**src/rtl/param_regfile_if.sv**
```systemverilog
// Register file access bundle: one write port and two read ports.
`timescale 1ns/1ps
interface param_regfile_if #(
  parameter int WIDTH = 32,
  parameter int NREGS = 32
);
  localparam int AW = (NREGS > 1) ? $clog2(NREGS) : 1;

  // Handshake: 'we' qualifies waddr/wdata for exactly one clk edge; there is
  // no ready, the register file always accepts. Read ports are unqualified
  // combinational lookups.
  logic             we;
  logic [AW-1:0]    waddr;
  logic [WIDTH-1:0] wdata;
  logic [AW-1:0]    raddr1;
  logic [WIDTH-1:0] rdata1;
  logic [AW-1:0]    raddr2;
  logic [WIDTH-1:0] rdata2;
  logic [7:0]       wr_count;

  modport master (
    output we, waddr, wdata, raddr1, raddr2,
    input  rdata1, rdata2, wr_count
  );

  modport slave (
    input  we, waddr, wdata, raddr1, raddr2,
    output rdata1, rdata2, wr_count
  );
endinterface

```
**src/rtl/param_regfile.sv**
```systemverilog
// NREGS x WIDTH register file, two async read ports, one sync write port.
// Optional same-cycle write-to-read bypass when REGFILE_WRITE_BYPASS_EN is defined.
`timescale 1ns/1ps
module param_regfile #(
  parameter int               WIDTH    = 32,
  parameter int               NREGS    = 32,
  parameter int               ZERO_REG = 1,
  parameter logic [WIDTH-1:0] RST_VAL  = '0
) (
  input  logic           clk,
  input  logic           rst,
  param_regfile_if.slave bus
);
  localparam int AW = (NREGS > 1) ? $clog2(NREGS) : 1;

  logic [WIDTH-1:0] mem [NREGS];
  logic [7:0]       cnt;
  logic             zero_wr;
  logic             commit;
  logic [WIDTH-1:0] rd1;
  logic [WIDTH-1:0] rd2;

  // Writes aimed at a hardwired-zero register 0 are dropped and not counted.
  assign zero_wr = (ZERO_REG != 0) && (bus.waddr == '0);
  assign commit  = bus.we && !zero_wr;

  always_ff @(posedge clk or posedge rst) begin
    if (rst) begin
      for (int i = 0; i < NREGS; i++) mem[i] <= RST_VAL;
    end else if (commit) begin
      mem[bus.waddr] <= bus.wdata;
    end
  end

  always_ff @(posedge clk or posedge rst) begin
    if (rst) begin
      cnt <= 8'd0;
    end else if (commit && (cnt != 8'hFF)) begin
      cnt <= cnt + 8'd1;
    end
  end

  always_comb begin
    rd1 = mem[bus.raddr1];
    rd2 = mem[bus.raddr2];
`ifdef REGFILE_WRITE_BYPASS_EN
    if (bus.we && !rst && !zero_wr && (bus.raddr1 == bus.waddr)) rd1 = bus.wdata;
    if (bus.we && !rst && !zero_wr && (bus.raddr2 == bus.waddr)) rd2 = bus.wdata;
`endif
    // Register 0 storage still exists but is masked on every read.
    if ((ZERO_REG != 0) && (bus.raddr1 == '0)) rd1 = '0;
    if ((ZERO_REG != 0) && (bus.raddr2 == '0)) rd2 = '0;
  end

  assign bus.rdata1   = rd1;
  assign bus.rdata2   = rd2;
  assign bus.wr_count = cnt;
endmodule
```
**src/flat_wrapper.sv**
```systemverilog
// flat-port wrapper written by rule: the top's interface ports become plain ports
module param_regfile_flat 
#(
  parameter int               WIDTH    = 32,
  parameter int               NREGS    = 32,
  parameter int               ZERO_REG = 1,
  parameter logic [WIDTH-1:0] RST_VAL  = '0
)
  (clk, rst, bus_we, bus_waddr, bus_wdata, bus_raddr1, bus_raddr2, bus_rdata1, bus_rdata2, bus_wr_count);
  param_regfile_if #(.WIDTH(WIDTH), .NREGS(NREGS)) bus_i ();
  input  logic clk;
  input  logic rst;
  input wire logic [$bits(bus_i.we)-1:0] bus_we;
  input wire logic [$bits(bus_i.waddr)-1:0] bus_waddr;
  input wire logic [$bits(bus_i.wdata)-1:0] bus_wdata;
  input wire logic [$bits(bus_i.raddr1)-1:0] bus_raddr1;
  input wire logic [$bits(bus_i.raddr2)-1:0] bus_raddr2;
  output wire logic [$bits(bus_i.rdata1)-1:0] bus_rdata1;
  output wire logic [$bits(bus_i.rdata2)-1:0] bus_rdata2;
  output wire logic [$bits(bus_i.wr_count)-1:0] bus_wr_count;
  assign bus_i.we = bus_we;
  assign bus_i.waddr = bus_waddr;
  assign bus_i.wdata = bus_wdata;
  assign bus_i.raddr1 = bus_raddr1;
  assign bus_i.raddr2 = bus_raddr2;
  assign bus_rdata1 = bus_i.rdata1;
  assign bus_rdata2 = bus_i.rdata2;
  assign bus_wr_count = bus_i.wr_count;
  param_regfile #(.WIDTH(WIDTH), .NREGS(NREGS), .ZERO_REG(ZERO_REG), .RST_VAL(RST_VAL)) u_core (.clk(clk), .rst(rst), .bus(bus_i));
endmodule
```
**config.mk**
```make
export PLATFORM = sky130hd
export DESIGN_NAME = param_regfile_flat
export DESIGN_NICKNAME = d
export VERILOG_FILES = /design/src/rtl/param_regfile_if.sv /design/src/rtl/param_regfile.sv /design/src/flat_wrapper.sv
export SDC_FILE = /design/constraint.sdc
export NUM_CORES = 2
export LEC_CHECK = 0
export ABC_CLOCK_PERIOD_IN_PS = 48200
export CORE_MARGIN = 1.5
export CORE_UTILIZATION = 63
export CTS_CLUSTER_SIZE = 24
export DETAILED_ROUTE_END_ITERATION = 10
export HOLD_SLACK_MARGIN = 0.15
export PLACE_DENSITY_LB_ADDON = 0.1
export SYNTH_ARGS = -nofsm -noshare
export SYNTH_HDL_FRONTEND = slang
export SYNTH_SLANG_ARGS = --single-unit
```
**constraint.sdc**
```tcl
create_clock -name clk -period 48.2 [get_ports clk]
set_clock_uncertainty 0.2 [all_clocks]
set_input_delay 9.64 -clock clk [delete_from_list [all_inputs] [get_ports clk]]
set_output_delay 9.64 -clock clk [all_outputs]
set_load 0.005 [all_outputs]
```
### After elaboration in Yosys (flattened, before gate mapping)

Index checks and enable logic that the tools add are counted.

| storage, ports and cells | value |
|---|---|
| flip-flop bits (word level) | 1,032 |
| bits of input ports | 50 |
| output and inout bits | 72 |
| word-level logic and storage cells | 60 |

| cells by class | value |
|---|---|
| reduce and logical (&&, ||, !) cells | 7 |
| mux-type cells | 11 |
| magnitude comparators | 4 |
| bitwise gates (word level) | 3 |
| $add $sub $neg | 1 |
| equal/unequal tests | 1 |

Operators by type and width:

| operator | number |
|---|---|
| $bwmux 1024 | 1 |
| $bmux 32 s5 | 2 |
| $mux 32 | 7 |
| $demux 32 s5 | 1 |
| $ge 6x6->1 const B | 3 |
| $not 5->6 | 3 |
| $logic_not 5->1 | 3 |
| $add 8x1->8 const B | 1 |
| $ne 8x8->1 const B | 1 |
| $lt 6x1->1 const B | 1 |
| $logic_and 1x1->1 | 3 |
| $logic_not 1->1 | 1 |

### Longest topological paths before layout

| logic depth | value |
|---|---|
| depth in word-level cells | 6 |
| mapped depth | 7 |
| depth with buffers taken out | 5 |

### Least setup slack after synthesis

No wires, ideal clock.

| timing path | value |
|---|---|
| kind | input-to-output |
| start | input bus_raddr1[1] |
| end | output bus_rdata1[0] |
| stages on the path | 6 |
| path buffers | 2 |
| arrival | 11.054 ns |
| setup slack | 27.306 ns |
| required time | 38.360 ns |
| cells stage by stage | buf_2 > buf_2 > mux4_2 > mux2_2 > o21ai_0 > a311oi_1 |

| on the way | value |
|---|---|
| longest elaborated chain between the ends | 5 |
| elaborated cells on any way between the ends | 6 |
| classes of those cells | mux (4); bitwise (1); reduce/logical (1) |

Ends and longest elaborated chain:

| item | RTL line | text |
|---|---|---|
| start, declared | flat_wrapper.sv:16 | `input wire logic [$bits(bus_i.raddr1)-1:0] bus_raddr1;` |
| $not 5->6 (implied by the code) | param_regfile.sv:44 | `rd1 = mem[bus.raddr1];` |
| $bmux 32 s5 | param_regfile.sv:44 |  |
| $mux 32 (implied by the code) (2 in series) | param_regfile.sv:44 |  |
| $mux 32 * | param_regfile.sv:51 | `if ((ZERO_REG != 0) && (bus.raddr1 == '0)) rd1 = '0;` |
| end, declared | flat_wrapper.sv:18 | `output wire logic [$bits(bus_i.rdata1)-1:0] bus_rdata1;` |

Mark *: on every way between the ends. The rest lies on a longest branch, timed or not. The select of a mux whose other input is x is not followed.

### Worst setup path after layout

| timing path | value |
|---|---|
| start | input bus_raddr1[2] |
| end | output bus_rdata1[3] |

Same word-level chain as after synthesis.

==> impl_metrics.csv <==
group,metric,value,unit
critical_path,crit_arrival,14440,ps
sta,maxSlewHeadroom,0.0270,%
power,power_leakage,25.8,nW
sta,rsz0062_at_grt,"false",
clocking,cts_buffers,108,
sta,worst_pin_slew,1490,ps
critical_path,reg2reg_to,"u_core.bus.wr_count[1]",
critical_path,cp.buffers_inverters,5,
logic_synthesis,synth_area_leaders,"dfrtp_1 (47%), mux2_2 (22%), mux4_2 (18%)",
floorplanning,die_h,298,um
logic_synthesis,synth_top_area_share,47.2,%
place,dp_hpwl,99700,um
critical_path,crit_path_max_fanout,79,
power,p_per_area,42.8,nW/um2
detailed_routing,post-route-drc-count,0,
critical_path,cp_common_cell,"buf_4",
logic_synthesis,ys.flop_type,"dfrtp_1",
min_path,min_from,"u_core.mem[1010]",
min_path,hp-class,"reg2reg",
global_routing,grtUsageTotal,39.1,%
clocking,cts_root_buffer,"clkbuf_16",
logic_synthesis,synth_seq_cells,1032,
sta,clock.fmax,41.2,MHz
clocking,post_cts_buffers,0,
power,irDropWorstVdd,0.0486,mV
global_routing,overflow,0,
global_routing,grt_pass1_vias,37700,
run_status,violations,"max-capacitance violations",
critical_path,r2r_slack,46340,ps
critical_path,cp_slowest_stage_delay,890,ps
place,routabilityCongestion,0.857,
critical_path,critPathLaunchType,"primary input",
critical_path,crit_type,"in2out",
logic_synthesis,synth_edf_count,0,
flow_run,cap_violations,1,
logic_synthesis,syn_inst,3650,
detailed_routing,ant_nets,0,
critical_path,r2r_start,"u_core.bus.wr_count[0]",
finish,fillers,5612,
floorplanning,die_area,88500,um2
clocking,clock_latency,680,ps
finish,nets,3583,
critical_path,critPathSlowestCell,"buf_4",
logic_synthesis,yosysWarningCount,0,
finish,layout_common_cells,"mux2_2 (1044), dfrtp_1 (1032), mux4_2 (448)",
finish,final_common_cell,"mux2_2",
floorplanning,coreArea,85500,um2
logic_synthesis,async_reset_ff_share,100,%
sta,period_minus_slack,24280,ps
sta,timing.final.crit_share,50.4,%
run_status,status,"complete, but fails checks",
detailed_routing,post_drt_wl_per_cell,36.0,um
clocking,cts.sinks,1032,
detailed_routing,wirelength,172000,um
logic_synthesis,ys_seq_area_share,47.2,%
floorplanning,start_util,63.9,%
global_routing,grt_pass1_wl,255000,um
clocking,cts_hold_buf,0,
logic_synthesis,synth_top_cell_by_area,"dfrtp_1",
detailed_routing,drt_first_pass_iters,7,
place,dpl-instance-area,56300,um2
sta,setup_viol,0,
logic_synthesis,postSynthNetCount,3701,
sta,drv_slew,0,
min_path,whs_endpoint,"u_core.mem[1010]",
critical_path,critPathRequiredTime,38360,ps
clocking,path_clk_slew,60,ps
sta,final.setup.tns,0,ps
sta,hold_viol,0,
finish,post-route-cell-area,60100,um2
floorplanning,die_x,298,um
floorplanning,num_rows,107,
clocking,h-tree-depth,3,
floorplanning,io_pins,122,
detailed_routing,via_count,36200,
finish,syn2layout_area_growth,9.95,%
critical_path,crit_chain,"buf_8 -> buf_4 -> buf_4 -> buf_4 -> mux4_2 -> mux2_2 -> o21ai_0 -> a311oi_1 -> clkdlybuf4s50_1",
finish,drive_gt1_share,50.0,%
place,portBuffers,121,
critical_path,cp-end-kind,"output port",
critical_path,cp_top_family,"buffers and inverters",
min_path,min_path_cells,0,
clocking,cts_tree,"yes",
logic_synthesis,netlist-cell-type-count,39,
clocking,cts_buffer_depth,3,
critical_path,rr_worst_depth,4,
logic_synthesis,syn_avg_cell_area,15.0,um2
global_routing,grt_max_degree,189,
logic_synthesis,syn-cell-area,54700,um2
detailed_routing,vias_per_cell,7.57,
clocking,cts_resized,0,
global_routing,antenna_found_initial,7,
detailed_routing,drtIter0Drc,4042,
## cells in the mapped netlist (3+ instances only)
master,count
mux2_2,1044
dfrtp_1,1032
mux4_2,448
clkbuf_1,232
buf_2,152
mux2i_1,128
o21ai_0,110
nor2b_1,68
a211oi_1,64
a22oi_1,64
a311oi_1,64
nand2_1,54
a221oi_1,46
buf_1,25
nor2_1,22
buf_4,18
o2111ai_1,18
mux2_1,13
xor2_1,6
inv_1,4
nand3_1,4
nand3b_1,4
or2_2,4
nand2b_1,3
nand4_1,3
nor3_1,3
nor3b_1,3
## layer usage
layer | global-route usage (%) | share of wire [%] | vias to the layer above
met2 | 59.4 | 46 | 2236
met5 | 0 | 0.027 | -
met4 | 18.8 | 4.9 | 8
met3 | 10.9 | 11 | 521
met1 | 52.6 | 38 | 19500
li1 | - | - | 13900
## stage by stage
step | setup slack [ps] | utilization (%) | power, mW | cells | hold slack [ps]
4_1_cts | 24010 | 70.2 | 2.57 | 4772 | 197
5_1_grt | 23900 | 70.2 | 2.66 | 4773 | 204
3_3_place_gp | 24090 | 65.8 | 1.64 | 4566 | 176
3_5_place_dp | 24010 | 65.8 | 1.68 | 4566 | 183
6_report | 23920 | 70.2 | 2.57 | 4779 | 192
2_1_floorplan | 9320 | - | 1.52 | 3650 | 241
## logic make-up (layout without fill, tap and decap cells)
family | after synthesis | after routing | synth area share [%]
compound gates | 367 | 367 | 4.84
fa+ha+maj | 1 | 1 | 0.0229
mux | 1633 | 1633 | 42.6
other cells | 0 | 7 | 0
simple gates | 179 | 179 | 1.76
flops | 1032 | 1032 | 47.2
buf+inv | 431 | 409 | 3.43
xor+xnor | 7 | 7 | 0.112
## worst max-delay path by stage
stage                             start  slack [ps]  cells past startpoint                endpoint
after CTS                 bus_raddr1[2]       24010                      9           bus_rdata1[3]
after floorplan                     rst        9320                      1  u_core.bus.wr_count[0]
after global placement    bus_raddr1[2]       24090                      9           bus_rdata1[3]
after detailed placement  bus_raddr1[2]       24010                      9           bus_rdata1[3]
final                     bus_raddr1[2]       23920                      9           bus_rdata1[3]
after global routing      bus_raddr1[2]       23900                      9           bus_rdata1[3]
## sequential cells by signal, indices dropped and copies added (netlist names)
signal and count:
u_core.mem 1024, u_core.bus.wr_count 8
## report_power, final
group	internal [mW]	leakage (nW)	switching [mW]
combinational	0.308	10.6	0.208
clock	0.533	1.89	0.363
sequential	1.03	13.3	0.128
total	1.87	25.8	0.700
## layout make-up
type | instances | area (um2) | area share [%]
timing repair buffer | 199 | 1850 | 3.08
antenna | 7 | 17.5 | 0.0291
clock buffer | 153 | 3130 | 5.22
multi-input combinational | 2187 | 27100 | 45.2
tap | 1144 | 1430 | 2.38
sequential | 1032 | 25800 | 43.0
clock inverter | 53 | 674 | 1.12
inverter | 4 | 25.0 | 0.0416
Note: power is estimated with default switching activity, not from simulation.
